`src/rtl/dmem_arbiter_pkg.sv`:
```
// dmem_arbiter_pkg
//   Shared types for the data-memory arbiter slice:
//   - XLEN          : address width of the data-memory port
//   - BUS_COMMAND   : memory bus command encoding (NONE/LOAD/STORE)
//   - MEM_SIZE      : access size encoding (BYTE/HALF/WORD/DOUBLE)
//   - DMEM_ARB_STATE: arbiter FSM states
//   - rr_next()     : round-robin pointer advance helper
package dmem_arbiter_pkg;

    localparam int unsigned XLEN = 32;

    typedef enum logic [1:0] {
        BUS_NONE  = 2'h0,
        BUS_LOAD  = 2'h1,
        BUS_STORE = 2'h2
    } BUS_COMMAND;

    typedef enum logic [1:0] {
        BYTE   = 2'h0,
        HALF   = 2'h1,
        WORD   = 2'h2,
        DOUBLE = 2'h3
    } MEM_SIZE;

    typedef enum logic [1:0] {
        IDLE  = 2'h0,
        ISSUE = 2'h1,
        WAIT  = 2'h2,
        RESP  = 2'h3
    } DMEM_ARB_STATE;

    // Next round-robin start position after 'owner' has been served.
    function automatic int unsigned rr_next(input int unsigned owner,
                                            input int unsigned n);
        return (owner + 1) % n;
    endfunction

endpackage

```
`src/rtl/dmem_arbiter_rr_picker.sv`:
```
// dmem_arbiter_rr_picker
//   Combinational round-robin select: returns the first set request bit
//   found searching upward from i_ptr with wrap-around.
//   Ports:
//     i_req    [N_REQ]  request vector
//     i_ptr    [PTR_W]  search start index
//     o_onehot [N_REQ]  one-hot winner (all zero when no request)
//     o_idx    [PTR_W]  binary index of the winner
//     o_any             at least one request present
module dmem_arbiter_rr_picker #(
    parameter int unsigned N_REQ = 2,
    parameter int unsigned PTR_W = 1
) (
    input  logic [N_REQ-1:0] i_req,
    input  logic [PTR_W-1:0] i_ptr,
    output logic [N_REQ-1:0] o_onehot,
    output logic [PTR_W-1:0] o_idx,
    output logic             o_any
);

    logic w_found;

    assign o_any = |i_req;

    always_comb begin
        o_onehot = '0;
        o_idx    = '0;
        w_found  = 1'b0;
        for (int unsigned k = 0; k < N_REQ; k++) begin
            logic [PTR_W-1:0] idx;
            idx = PTR_W'((32'(i_ptr) + k) % N_REQ);
            if (!w_found && i_req[idx]) begin
                w_found       = 1'b1;
                o_onehot[idx] = 1'b1;
                o_idx         = idx;
            end
        end
    end

endmodule

```
`src/rtl/dmem_arbiter.sv`:
```
// dmem_arbiter
//   Shares the single data-memory port between N_REQ memory FUs (index 0 is
//   the load FU). Round-robin grant, one bus transaction in flight. A command
//   is accepted when Dmem2proc_response is non-zero; loads then wait for the
//   returned block carrying that tag. The raw 64-bit block goes back to the
//   owner; extension is left to the FU.
//
//   Optional feature (macro DMEM_ARB_TIMEOUT_EN): WAIT watchdog. After
//   TIMEOUT cycles without a matching tag the owner is acked with rsp_err=1
//   and rsp_data=0. Without the macro WAIT is unbounded and rsp_err is 0.
//
//   Ports:
//     clock, reset               clock, asynchronous active-low reset
//     req_valid/cmd/addr/data/size  per-FU request, held until req_ack
//     req_grant                  one-hot owner, ISSUE through RESP
//     req_ack                    one-cycle completion pulse to the owner
//     rsp_data, rsp_err          load block / timeout flag, valid with ack
//     proc2Dmem_*                registered memory command and payload
//     Dmem2proc_response/data/tag   memory accept tag, load data, data tag
module dmem_arbiter
    import dmem_arbiter_pkg::*;
#(
    parameter int unsigned N_REQ   = 2,
    parameter int unsigned TIMEOUT = 64
) (
    input  logic                  clock,
    input  logic                  reset,
    input  logic [N_REQ-1:0]      req_valid,
    input  logic [2*N_REQ-1:0]    req_cmd,
    input  logic [XLEN*N_REQ-1:0] req_addr,
    input  logic [64*N_REQ-1:0]   req_data,
    input  logic [2*N_REQ-1:0]    req_size,
    output logic [N_REQ-1:0]      req_grant,
    output logic [N_REQ-1:0]      req_ack,
    output logic [63:0]           rsp_data,
    output logic                  rsp_err,
    output logic [1:0]            proc2Dmem_command,
    output logic [XLEN-1:0]       proc2Dmem_addr,
    output logic [63:0]           proc2Dmem_data,
    output logic [1:0]            proc2Dmem_size,
    input  logic [3:0]            Dmem2proc_response,
    input  logic [63:0]           Dmem2proc_data,
    input  logic [3:0]            Dmem2proc_tag
);

    localparam int unsigned PTR_W = (N_REQ > 1) ? $clog2(N_REQ) : 1;

    DMEM_ARB_STATE    r_state;
    logic [PTR_W-1:0] r_rr_ptr;
    logic [PTR_W-1:0] r_owner;
    BUS_COMMAND       r_cmd;
    BUS_COMMAND       r_mem_cmd;
    logic [XLEN-1:0]  r_addr;
    logic [63:0]      r_data;
    MEM_SIZE          r_size;
    logic [3:0]       r_tag;
    logic [N_REQ-1:0] r_grant;
    logic [N_REQ-1:0] r_ack;
    logic [63:0]      r_rsp_data;

    logic [N_REQ-1:0] w_pick_onehot;
    logic [PTR_W-1:0] w_pick_idx;
    logic             w_pick_any;
    logic             w_tag_hit;

`ifdef DMEM_ARB_TIMEOUT_EN
    localparam int unsigned CNT_W = $clog2(TIMEOUT + 1);
    logic [CNT_W-1:0] r_wait_cnt;
    logic             r_rsp_err;
`else
    logic             w_unused_timeout;
    assign w_unused_timeout = ^32'(TIMEOUT);
`endif

    dmem_arbiter_rr_picker #(
        .N_REQ (N_REQ),
        .PTR_W (PTR_W)
    ) u_rr_picker (
        .i_req    (req_valid),
        .i_ptr    (r_rr_ptr),
        .o_onehot (w_pick_onehot),
        .o_idx    (w_pick_idx),
        .o_any    (w_pick_any)
    );

    // Tag 0 means "no data returning", so it never matches.
    assign w_tag_hit = (Dmem2proc_tag != 4'h0) && (Dmem2proc_tag == r_tag);

    always_ff @(posedge clock or negedge reset) begin
        if (!reset) begin
            r_state    <= IDLE;
            r_rr_ptr   <= '0;
            r_owner    <= '0;
            r_cmd      <= BUS_NONE;
            r_mem_cmd  <= BUS_NONE;
            r_addr     <= '0;
            r_data     <= '0;
            r_size     <= BYTE;
            r_tag      <= '0;
            r_grant    <= '0;
            r_ack      <= '0;
            r_rsp_data <= '0;
`ifdef DMEM_ARB_TIMEOUT_EN
            r_wait_cnt <= '0;
            r_rsp_err  <= 1'b0;
`endif
        end else begin
            r_ack <= '0;
            case (r_state)
                IDLE: begin
                    if (w_pick_any) begin
                        r_owner   <= w_pick_idx;
                        r_grant   <= w_pick_onehot;
                        r_cmd     <= BUS_COMMAND'(req_cmd[2*w_pick_idx +: 2]);
                        r_mem_cmd <= BUS_COMMAND'(req_cmd[2*w_pick_idx +: 2]);
                        r_addr    <= req_addr[XLEN*w_pick_idx +: XLEN];
                        r_data    <= req_data[64*w_pick_idx +: 64];
                        r_size    <= MEM_SIZE'(req_size[2*w_pick_idx +: 2]);
                        r_state   <= ISSUE;
                    end
                end
                ISSUE: begin
                    if (Dmem2proc_response != 4'h0) begin
                        r_mem_cmd <= BUS_NONE;
                        if (r_cmd == BUS_LOAD) begin
                            r_tag   <= Dmem2proc_response;
                            r_state <= WAIT;
`ifdef DMEM_ARB_TIMEOUT_EN
                            r_wait_cnt <= '0;
`endif
                        end else begin
                            r_ack   <= r_grant;
                            r_state <= RESP;
`ifdef DMEM_ARB_TIMEOUT_EN
                            r_rsp_err <= 1'b0;
`endif
                        end
                    end
                end
                WAIT: begin
                    if (w_tag_hit) begin
                        r_rsp_data <= Dmem2proc_data;
                        r_ack      <= r_grant;
                        r_state    <= RESP;
`ifdef DMEM_ARB_TIMEOUT_EN
                        r_rsp_err  <= 1'b0;
                    end else if (r_wait_cnt == CNT_W'(TIMEOUT - 1)) begin
                        r_rsp_data <= '0;
                        r_rsp_err  <= 1'b1;
                        r_ack      <= r_grant;
                        r_state    <= RESP;
                    end else begin
                        r_wait_cnt <= r_wait_cnt + 1'b1;
`endif
                    end
                end
                RESP: begin
                    r_grant  <= '0;
                    r_rr_ptr <= PTR_W'(rr_next(32'(r_owner), N_REQ));
                    r_state  <= IDLE;
                end
                default: r_state <= IDLE;
            endcase
        end
    end

    assign req_grant         = r_grant;
    assign req_ack           = r_ack;
    assign rsp_data          = r_rsp_data;
    assign proc2Dmem_command = r_mem_cmd;
    assign proc2Dmem_addr    = r_addr;
    assign proc2Dmem_data    = r_data;
    assign proc2Dmem_size    = r_size;
`ifdef DMEM_ARB_TIMEOUT_EN
    assign rsp_err           = r_rsp_err;
`else
    assign rsp_err           = 1'b0;
`endif

endmodule

```
`config.mk`:
```
export PLATFORM = sky130hd
export DESIGN_NAME = dmem_arbiter
export DESIGN_NICKNAME = d
export VERILOG_FILES = /design/src/rtl/dmem_arbiter_pkg.sv /design/src/rtl/dmem_arbiter_rr_picker.sv /design/src/rtl/dmem_arbiter.sv
export SDC_FILE = /design/constraint.sdc
export NUM_CORES = 1
export LEC_CHECK = 0
export ABC_AREA = 1
export BUFFER_PORTS_ARGS = -buffer_cell sky130_fd_sc_hd__buf_2
export CAP_MARGIN = 20
export CORE_AREA = 2 2 171 173
export CTS_CLUSTER_DIAMETER = 120
export DETAILED_ROUTE_END_ITERATION = 10
export DIE_AREA = 0 0 173 175
export GPL_TIMING_DRIVEN = 0
export PLACE_DENSITY = 0.66
export SETUP_SLACK_MARGIN = 0.4
export SYNTH_ARGS = -nofsm -noshare
export SYNTH_HDL_FRONTEND = slang
export SYNTH_SLANG_ARGS = --single-unit
```
`constraint.sdc`:
```
create_clock -name clock -period 2.3 [get_ports clock]
set_clock_uncertainty 0.1 [all_clocks]
set_input_delay 0.345 -clock clock [delete_from_list [all_inputs] [get_ports clock]]
set_output_delay 0.345 -clock clock [all_outputs]
set_load 0.05 [all_outputs]
```
After elaboration in Yosys (flattened, before gate mapping)
Cells that the tools add are included.
{"block": "op_classes", "n_addsub": 2, "reduce_logical": 17, "shifts": 4, "n_lt_le_gt_ge": 4, "bitwise_logic": 1, "n_mux": 27, "n_eq_ne": 8}
{"operator": "128-bit by 8-bit indexed part select with 64-bit output", "count": 1}
{"operator": "64-bit by 7-bit indexed part select with 32-bit output", "count": 1}
{"operator": "2-bit two-way mux", "count": 11}
{"operator": "2-bit case mux with 2 select lines", "count": 3}
{"operator": "1-bit two-way mux", "count": 10}
{"operator": "3-bit AND reduction", "count": 3}
{"operator": "2-bit case mux with 4 select lines", "count": 1}
{"operator": "4-bit nonzero test", "count": 2}
{"operator": "4-bit by 3-bit indexed part select with 2-bit output", "count": 2}
{"operator": "2-bit AND reduction", "count": 3}
{"operator": "2-bit by 1-bit equality test with 1-bit output, second input constant", "count": 2}
{"operator": "2-bit equality test, second input constant", "count": 2}
{"operator": "4-bit equality test", "count": 1}
{"operator": "1-bit logical AND", "count": 4}
{"operator": "1-bit by 2-bit less-than comparator with 1-bit output, second input constant", "count": 2}
{"operator": "2-bit != test, second input constant", "count": 2}
{"operator": "2-bit nonzero test", "count": 2}
{"operator": "1-bit adder, second input constant", "count": 2}
{"operator": "1-bit demux with 1-bit select", "count": 2}
{"operator": "1-bit greater-or-equal comparator, second input constant", "count": 2}
{"operator": "2-bit zero test", "count": 1}
{"operator": "2-bit by 1-bit != test with 1-bit output, second input constant", "count": 1}
{"operator": "2-bit OR", "count": 1}
{"operator": "2-bit OR reduction", "count": 1}
{"operator": "1-bit zero test", "count": 1}
{"block": "word_totals", "output_inout_bits": 169, "in_bits": 276, "ff_bits": 178, "word_cells": 75}

Depth between registers and ports, before layout
{"block": "logic_depth", "depth_word": 9, "mapped_depth": 9, "mapped_depth_nobuf": 9}

Modules after synthesis
A second synthesis with hierarchy kept.
{"block": "unflattened", "cells_unflattened": 928, "hier_area_um2": 7997.7}
{"mod": "dmem_arbiter", "instances": 1, "cells_each": 921, "seq_area_each_um2": 4454.3, "area_each_um2": 7967.6}
{"mod": "dmem_arbiter_rr_picker", "instances": 1, "cells_each": 7, "seq_area_each_um2": 0.0, "area_each_um2": 30.0}

Worst setup path before layout
No wires, ideal clock.
{"block": "synth_path", "path_kind": "reg-to-reg", "start": "reg r_state[0]", "end": "reg r_addr[0], in the netlist proc2Dmem_addr[0]", "path_buffers": 2, "t_required_ps": 2123, "period_less_slack_ps": 1571, "stages_incl_launch_ff": 9, "path_slack_ps": 729, "arrival_ps": 1394, "path_cell_list": "dfrtp_1 -> inv_1 -> ha_1 -> o21ai_2 -> inv_2 -> buf_2 -> buf_2 -> nor2_1 -> a21oi_1"}
{"block": "synth_between", "elab_chain_len": 2}
{"item": "from (decl)", "line_no": "dmem_arbiter.sv:48", "rtl": "DMEM_ARB_STATE r_state;"}
{"item": "from (signal assigned)", "line_no": "dmem_arbiter.sv:91", "rtl": "r_state <= IDLE;"}
{"item": "from (signal assigned)", "line_no": "dmem_arbiter.sv:119", "rtl": "r_state <= ISSUE;"}
{"item": "from (signal assigned)", "line_no": "dmem_arbiter.sv:127", "rtl": "r_state <= WAIT;"}
{"item": "2-bit zero test", "line_no": "dmem_arbiter.sv:109", "rtl": "case (r_state)"}
{"item": "2-bit AND reduction (no line)"}
{"item": "to (signal assigned)", "line_no": "dmem_arbiter.sv:116", "rtl": "r_addr <= req_addr[XLEN*w_pick_idx +: XLEN];"}
{"item": "to (decl)", "line_no": "dmem_arbiter.sv:53", "rtl": "logic [XLEN-1:0] r_addr;"}
Every way passes these cells.
A chain may end at the register's enable or synchronous reset.

Worst setup path after layout
{"block": "layout_path", "start": "reg r_state[1]", "end": "reg r_addr[10], in the netlist proc2Dmem_addr[10]"}
Same word-level chain as after synthesis.

==> flow_metrics.py <==
metrics = {
    "setup_path": {
        "end_kind": "register",
        "arrival_ns": 1.99,
        "path_cells": "inv_1 > ha_4 > o21ai_2 > buf_6 > clkbuf_4 > a21oi_1 > a21oi_1",
        "cpMostUsedCell": "a21oi_1",
        "max_stage_delay_ns": 0.43,
        "startpoint_type": "register",
        "required_ns": 2.50,
        "crit_type": "reg -> reg",
        "worstPathMaxFanout": 10,
        "crit_slowest_cell": "dfrtp_1",
    },
    "worst_hold_path": {
        "hp-class": "in -> reg",
    },
    "synthesis": {
        "synth_nets": 1206,
        "synth-compound-area-share_pct": 19.72,
        "synth_area_leaders": "dfrtp_1, nand2_1, a21oi_1",
        "synth_cells": 925,
        "synth_top_family_by_area": "compound AO/OA/AOI/OAI gates",
        "yosysSeqAreaShare_pct": 55.44,
        "avgSynthCellArea_um2": 8.685,
        "synth_xor_area_share_pct": 0,
        "syn-cell-area_um2": 8034,
        "ys_ff_latch": 178,
        "ys_types": 22,
        "synthAdderAreaFrac_pct": 0.7787,
        "yosysWarnings": 0,
        "synth_top_area_cell": "dfrtp_1",
        "synth-simple-area-share_pct": 15.43,
        "yosysTopAreaCellShare_pct": 55.44,
        "synthMuxAreaShare_pct": 0,
    },
    "grt": {
        "grt_pass1_wl_um": 46320,
        "grt-busiest-layer": "met2",
        "grt_max_degree": 107,
        "antenna_found_initial": 5,
        "use_met3_pct": 5.309,
        "track_usage_pct": 19.64,
        "grt_overflow": 0,
        "met2_usage_pct": 33.37,
        "grt_pass1_vias": 8244,
        "grt_use_met1_pct": 24.19,
    },
    "sta": {
        "hold_violations": 0,
        "slew_headroom_pct": 55.92,
        "max_freq_mhz": 557.6,
        "worst_pin_slew_ns": 0.6611,
        "min_period_ns": 1.794,
        "period_share_pct": 77.98,
        "setup_viol": 0,
        "rsz0062_at_grt": "yes",
        "final_max_slew_viol_count": 0,
        "hold_slack_ns": 0.04652,
    },
    "power": {
        "leakage_nw": 6.223,
        "irDropWorstVdd_uv": 771.7,
        "p_per_area_nw_per_um2": 1729,
    },
    "cts": {
        "clkLatencyLatePin_ns": 0.43,
        "clk_pin_slew_ns": 0.08,
        "clockRootBuffer": "clkbuf_16",
        "cts.sinks": 178,
        "cts_tree": "done",
        "htreeDepth": 4,
        "cts_buffers": 17,
        "clockBufferDepth": 2,
    },
    "placed_design": {
        "placed_area_um2": 10770,
        "io_buffers": 443,
        "gp_congestion": 0.8841,
        "dp_cells": 1753,
        "hpwl_um": 22750,
    },
    "routing": {
        "drtAntennaViolNets": 0,
        "routed_wl_um": 29950,
        "dr.pass1.iters": 5,
        "vias_per_cell": 4.544,
        "vias": 8129,
        "wl_per_cell_um": 16.74,
        "drc": 0,
        "dr.first_iter.drc_count": 450,
    },
    "finish": {
        "register_area_um2": 4454,
        "layoutNonFillerInstCount": 1789,
        "fillCellCount": 2938,
        "layout.nets": 1671,
        "final_util_pct": 40.40,
        "multi_input_area_um2": 2907,
        "design_area_um2": 11470,
        "layout-drive-gt1-share_pct": 42.34,
        "syn_to_final_growth_pct": 42.77,
    },
    "job": {
        "maxCapViolCount": 0,
    },
    "floorplan": {
        "row_count": 62,
        "dieArea_um2": 30280,
        "ios": 445,
        "start_util_pct": 28.30,
        "die_h_um": 175,
        "fp.dieW_um": 173,
        "core_um2": 28390,
    },
    "run_status": {
        "outcome": "finished clean",
    },
}
[cell type report]
type	instances	share of cell area, %
clock inverters	12	1.287
clock buffers	20	3.982
flip-flops and latches	178	38.83
repair buffers	446	19.81
inverters	87	2.847
well taps	384	4.189
multi-input cells	602	25.34
diodes	2	0.04363
plain buffers	58	3.665
[cells in the mapped netlist]
cell      instances
ha_1              5
o21ai_0          62
nand4_1           4
a21oi_1         133
nand4_2           1
nand3_1           6
buf_4             2
dfrtp_1         178
o22ai_1           1
clkbuf_1          6
o21ai_1          24
inv_2             3
nand3b_1          1
buf_6            12
o21ai_2          55
buf_2            38
nand2_1         205
conb_1            1
or2_1             1
inv_1            84
nor2_1          102
nor2_2            1
[timing repair]
item / 4_1_cts / 5_1_grt
gates resized for setup: 19 / 10
buffers inserted: 0 / 1
endpoints found under the hold margin: 72 / 0
hold buffers: 1 / 0
pin swaps: 0 / 0
endpoints found under the setup margin: 104 / 77
[state kept, by name (all words and copies together), names as in the netlist, 2 cells and up]
name and count:
proc2Dmem_command 2, proc2Dmem_size 2, req_grant 2, proc2Dmem_data 64
r_state 2, req_ack 2, rsp_data 64, r_cmd 2
r_tag 4, proc2Dmem_addr 32
[kinds of logic after synthesis]
| kind of cell | count (synthesis) |
|---|---|
| flops | 178 |
| buf+inv | 145 |
| other cells | 1 |
| compound gates | 275 |
| fa+ha+maj | 5 |
| simple gates | 321 |
[final timing paths]
check                      depth (start not counted)          from            endpoint  slack (ns)
setup / recovery                                   7    r_state[1]  proc2Dmem_addr[10]        0.51
hold / removal                                     3  req_data[51]  proc2Dmem_data[51]        0.05
setup reg to reg                                   7    r_state[1]  proc2Dmem_addr[10]        0.51
hold reg to reg                                    2  rsp_data[43]        rsp_data[43]        0.38
max in group asynchronous                          3         reset   proc2Dmem_addr[3]        0.76
min in group asynchronous                          2         reset         rsp_data[9]        0.38
[critical path: cells and delay by family, from the launching register on]
kind	cells	cell delay (ns)
buf+inv	3	0.53
compound gates	3	0.41
fa+ha+maj	1	0.19
flops	1	0.43
[power breakdown]
group	switching, mW	internal, mW	total [mW]
clock	1.36	1.69	3.05
combinational	8.54	2.71	11.2
sequential	0.861	4.68	5.54
total	10.8	9.07	19.8
[cells in the final DEF (no fill, tap or decap), types with 2 or more instances in the layout]
| master | count |
|---|---|
| clkbuf_16 | 17 |
| clkbuf_2 | 2 |
| o21ai_1 | 25 |
| o21ai_0 | 61 |
| nand4_1 | 4 |
| clkbuf_1 | 4 |
| buf_6 | 17 |
| ha_1 | 4 |
| a21oi_1 | 132 |
| inv_1 | 83 |
| inv_2 | 4 |
| clkinv_4 | 5 |
| buf_2 | 467 |
| o21ai_2 | 55 |
| clkbuf_4 | 2 |
| nor2_1 | 102 |
| buf_4 | 10 |
| clkbuf_8 | 2 |
| nand2_1 | 205 |
| inv_6 | 2 |
| nand3_1 | 6 |
| dfrtp_1 | 178 |
| bufinv_16 | 2 |
| clkinvlp_4 | 2 |
| diode_2 | 2 |
[per-layer routing]
metal | share of wire, % | up-vias
met5 | 0.023 | -
met4 | 2.2 | 2
met3 | 6.8 | 41
met2 | 49 | 366
met1 | 42 | 3817
li1 | - | 3903
[per-stage QoR]
step | setup WS [ns] | setup TNS (ns) | power, mW
final | 0.5065 | 0 | 19.84
after floorplan | 0.7288 | 0 | 13.54
after detailed placement | -0.001693 | -0.001693 | 16.75
after global routing | 0.3927 | 0 | 21.03
after CTS | 0.4020 | 0 | 19.99
after global placement | -2.284 | -401.47 | 16.56
Power figures use the tool's default switching activity.
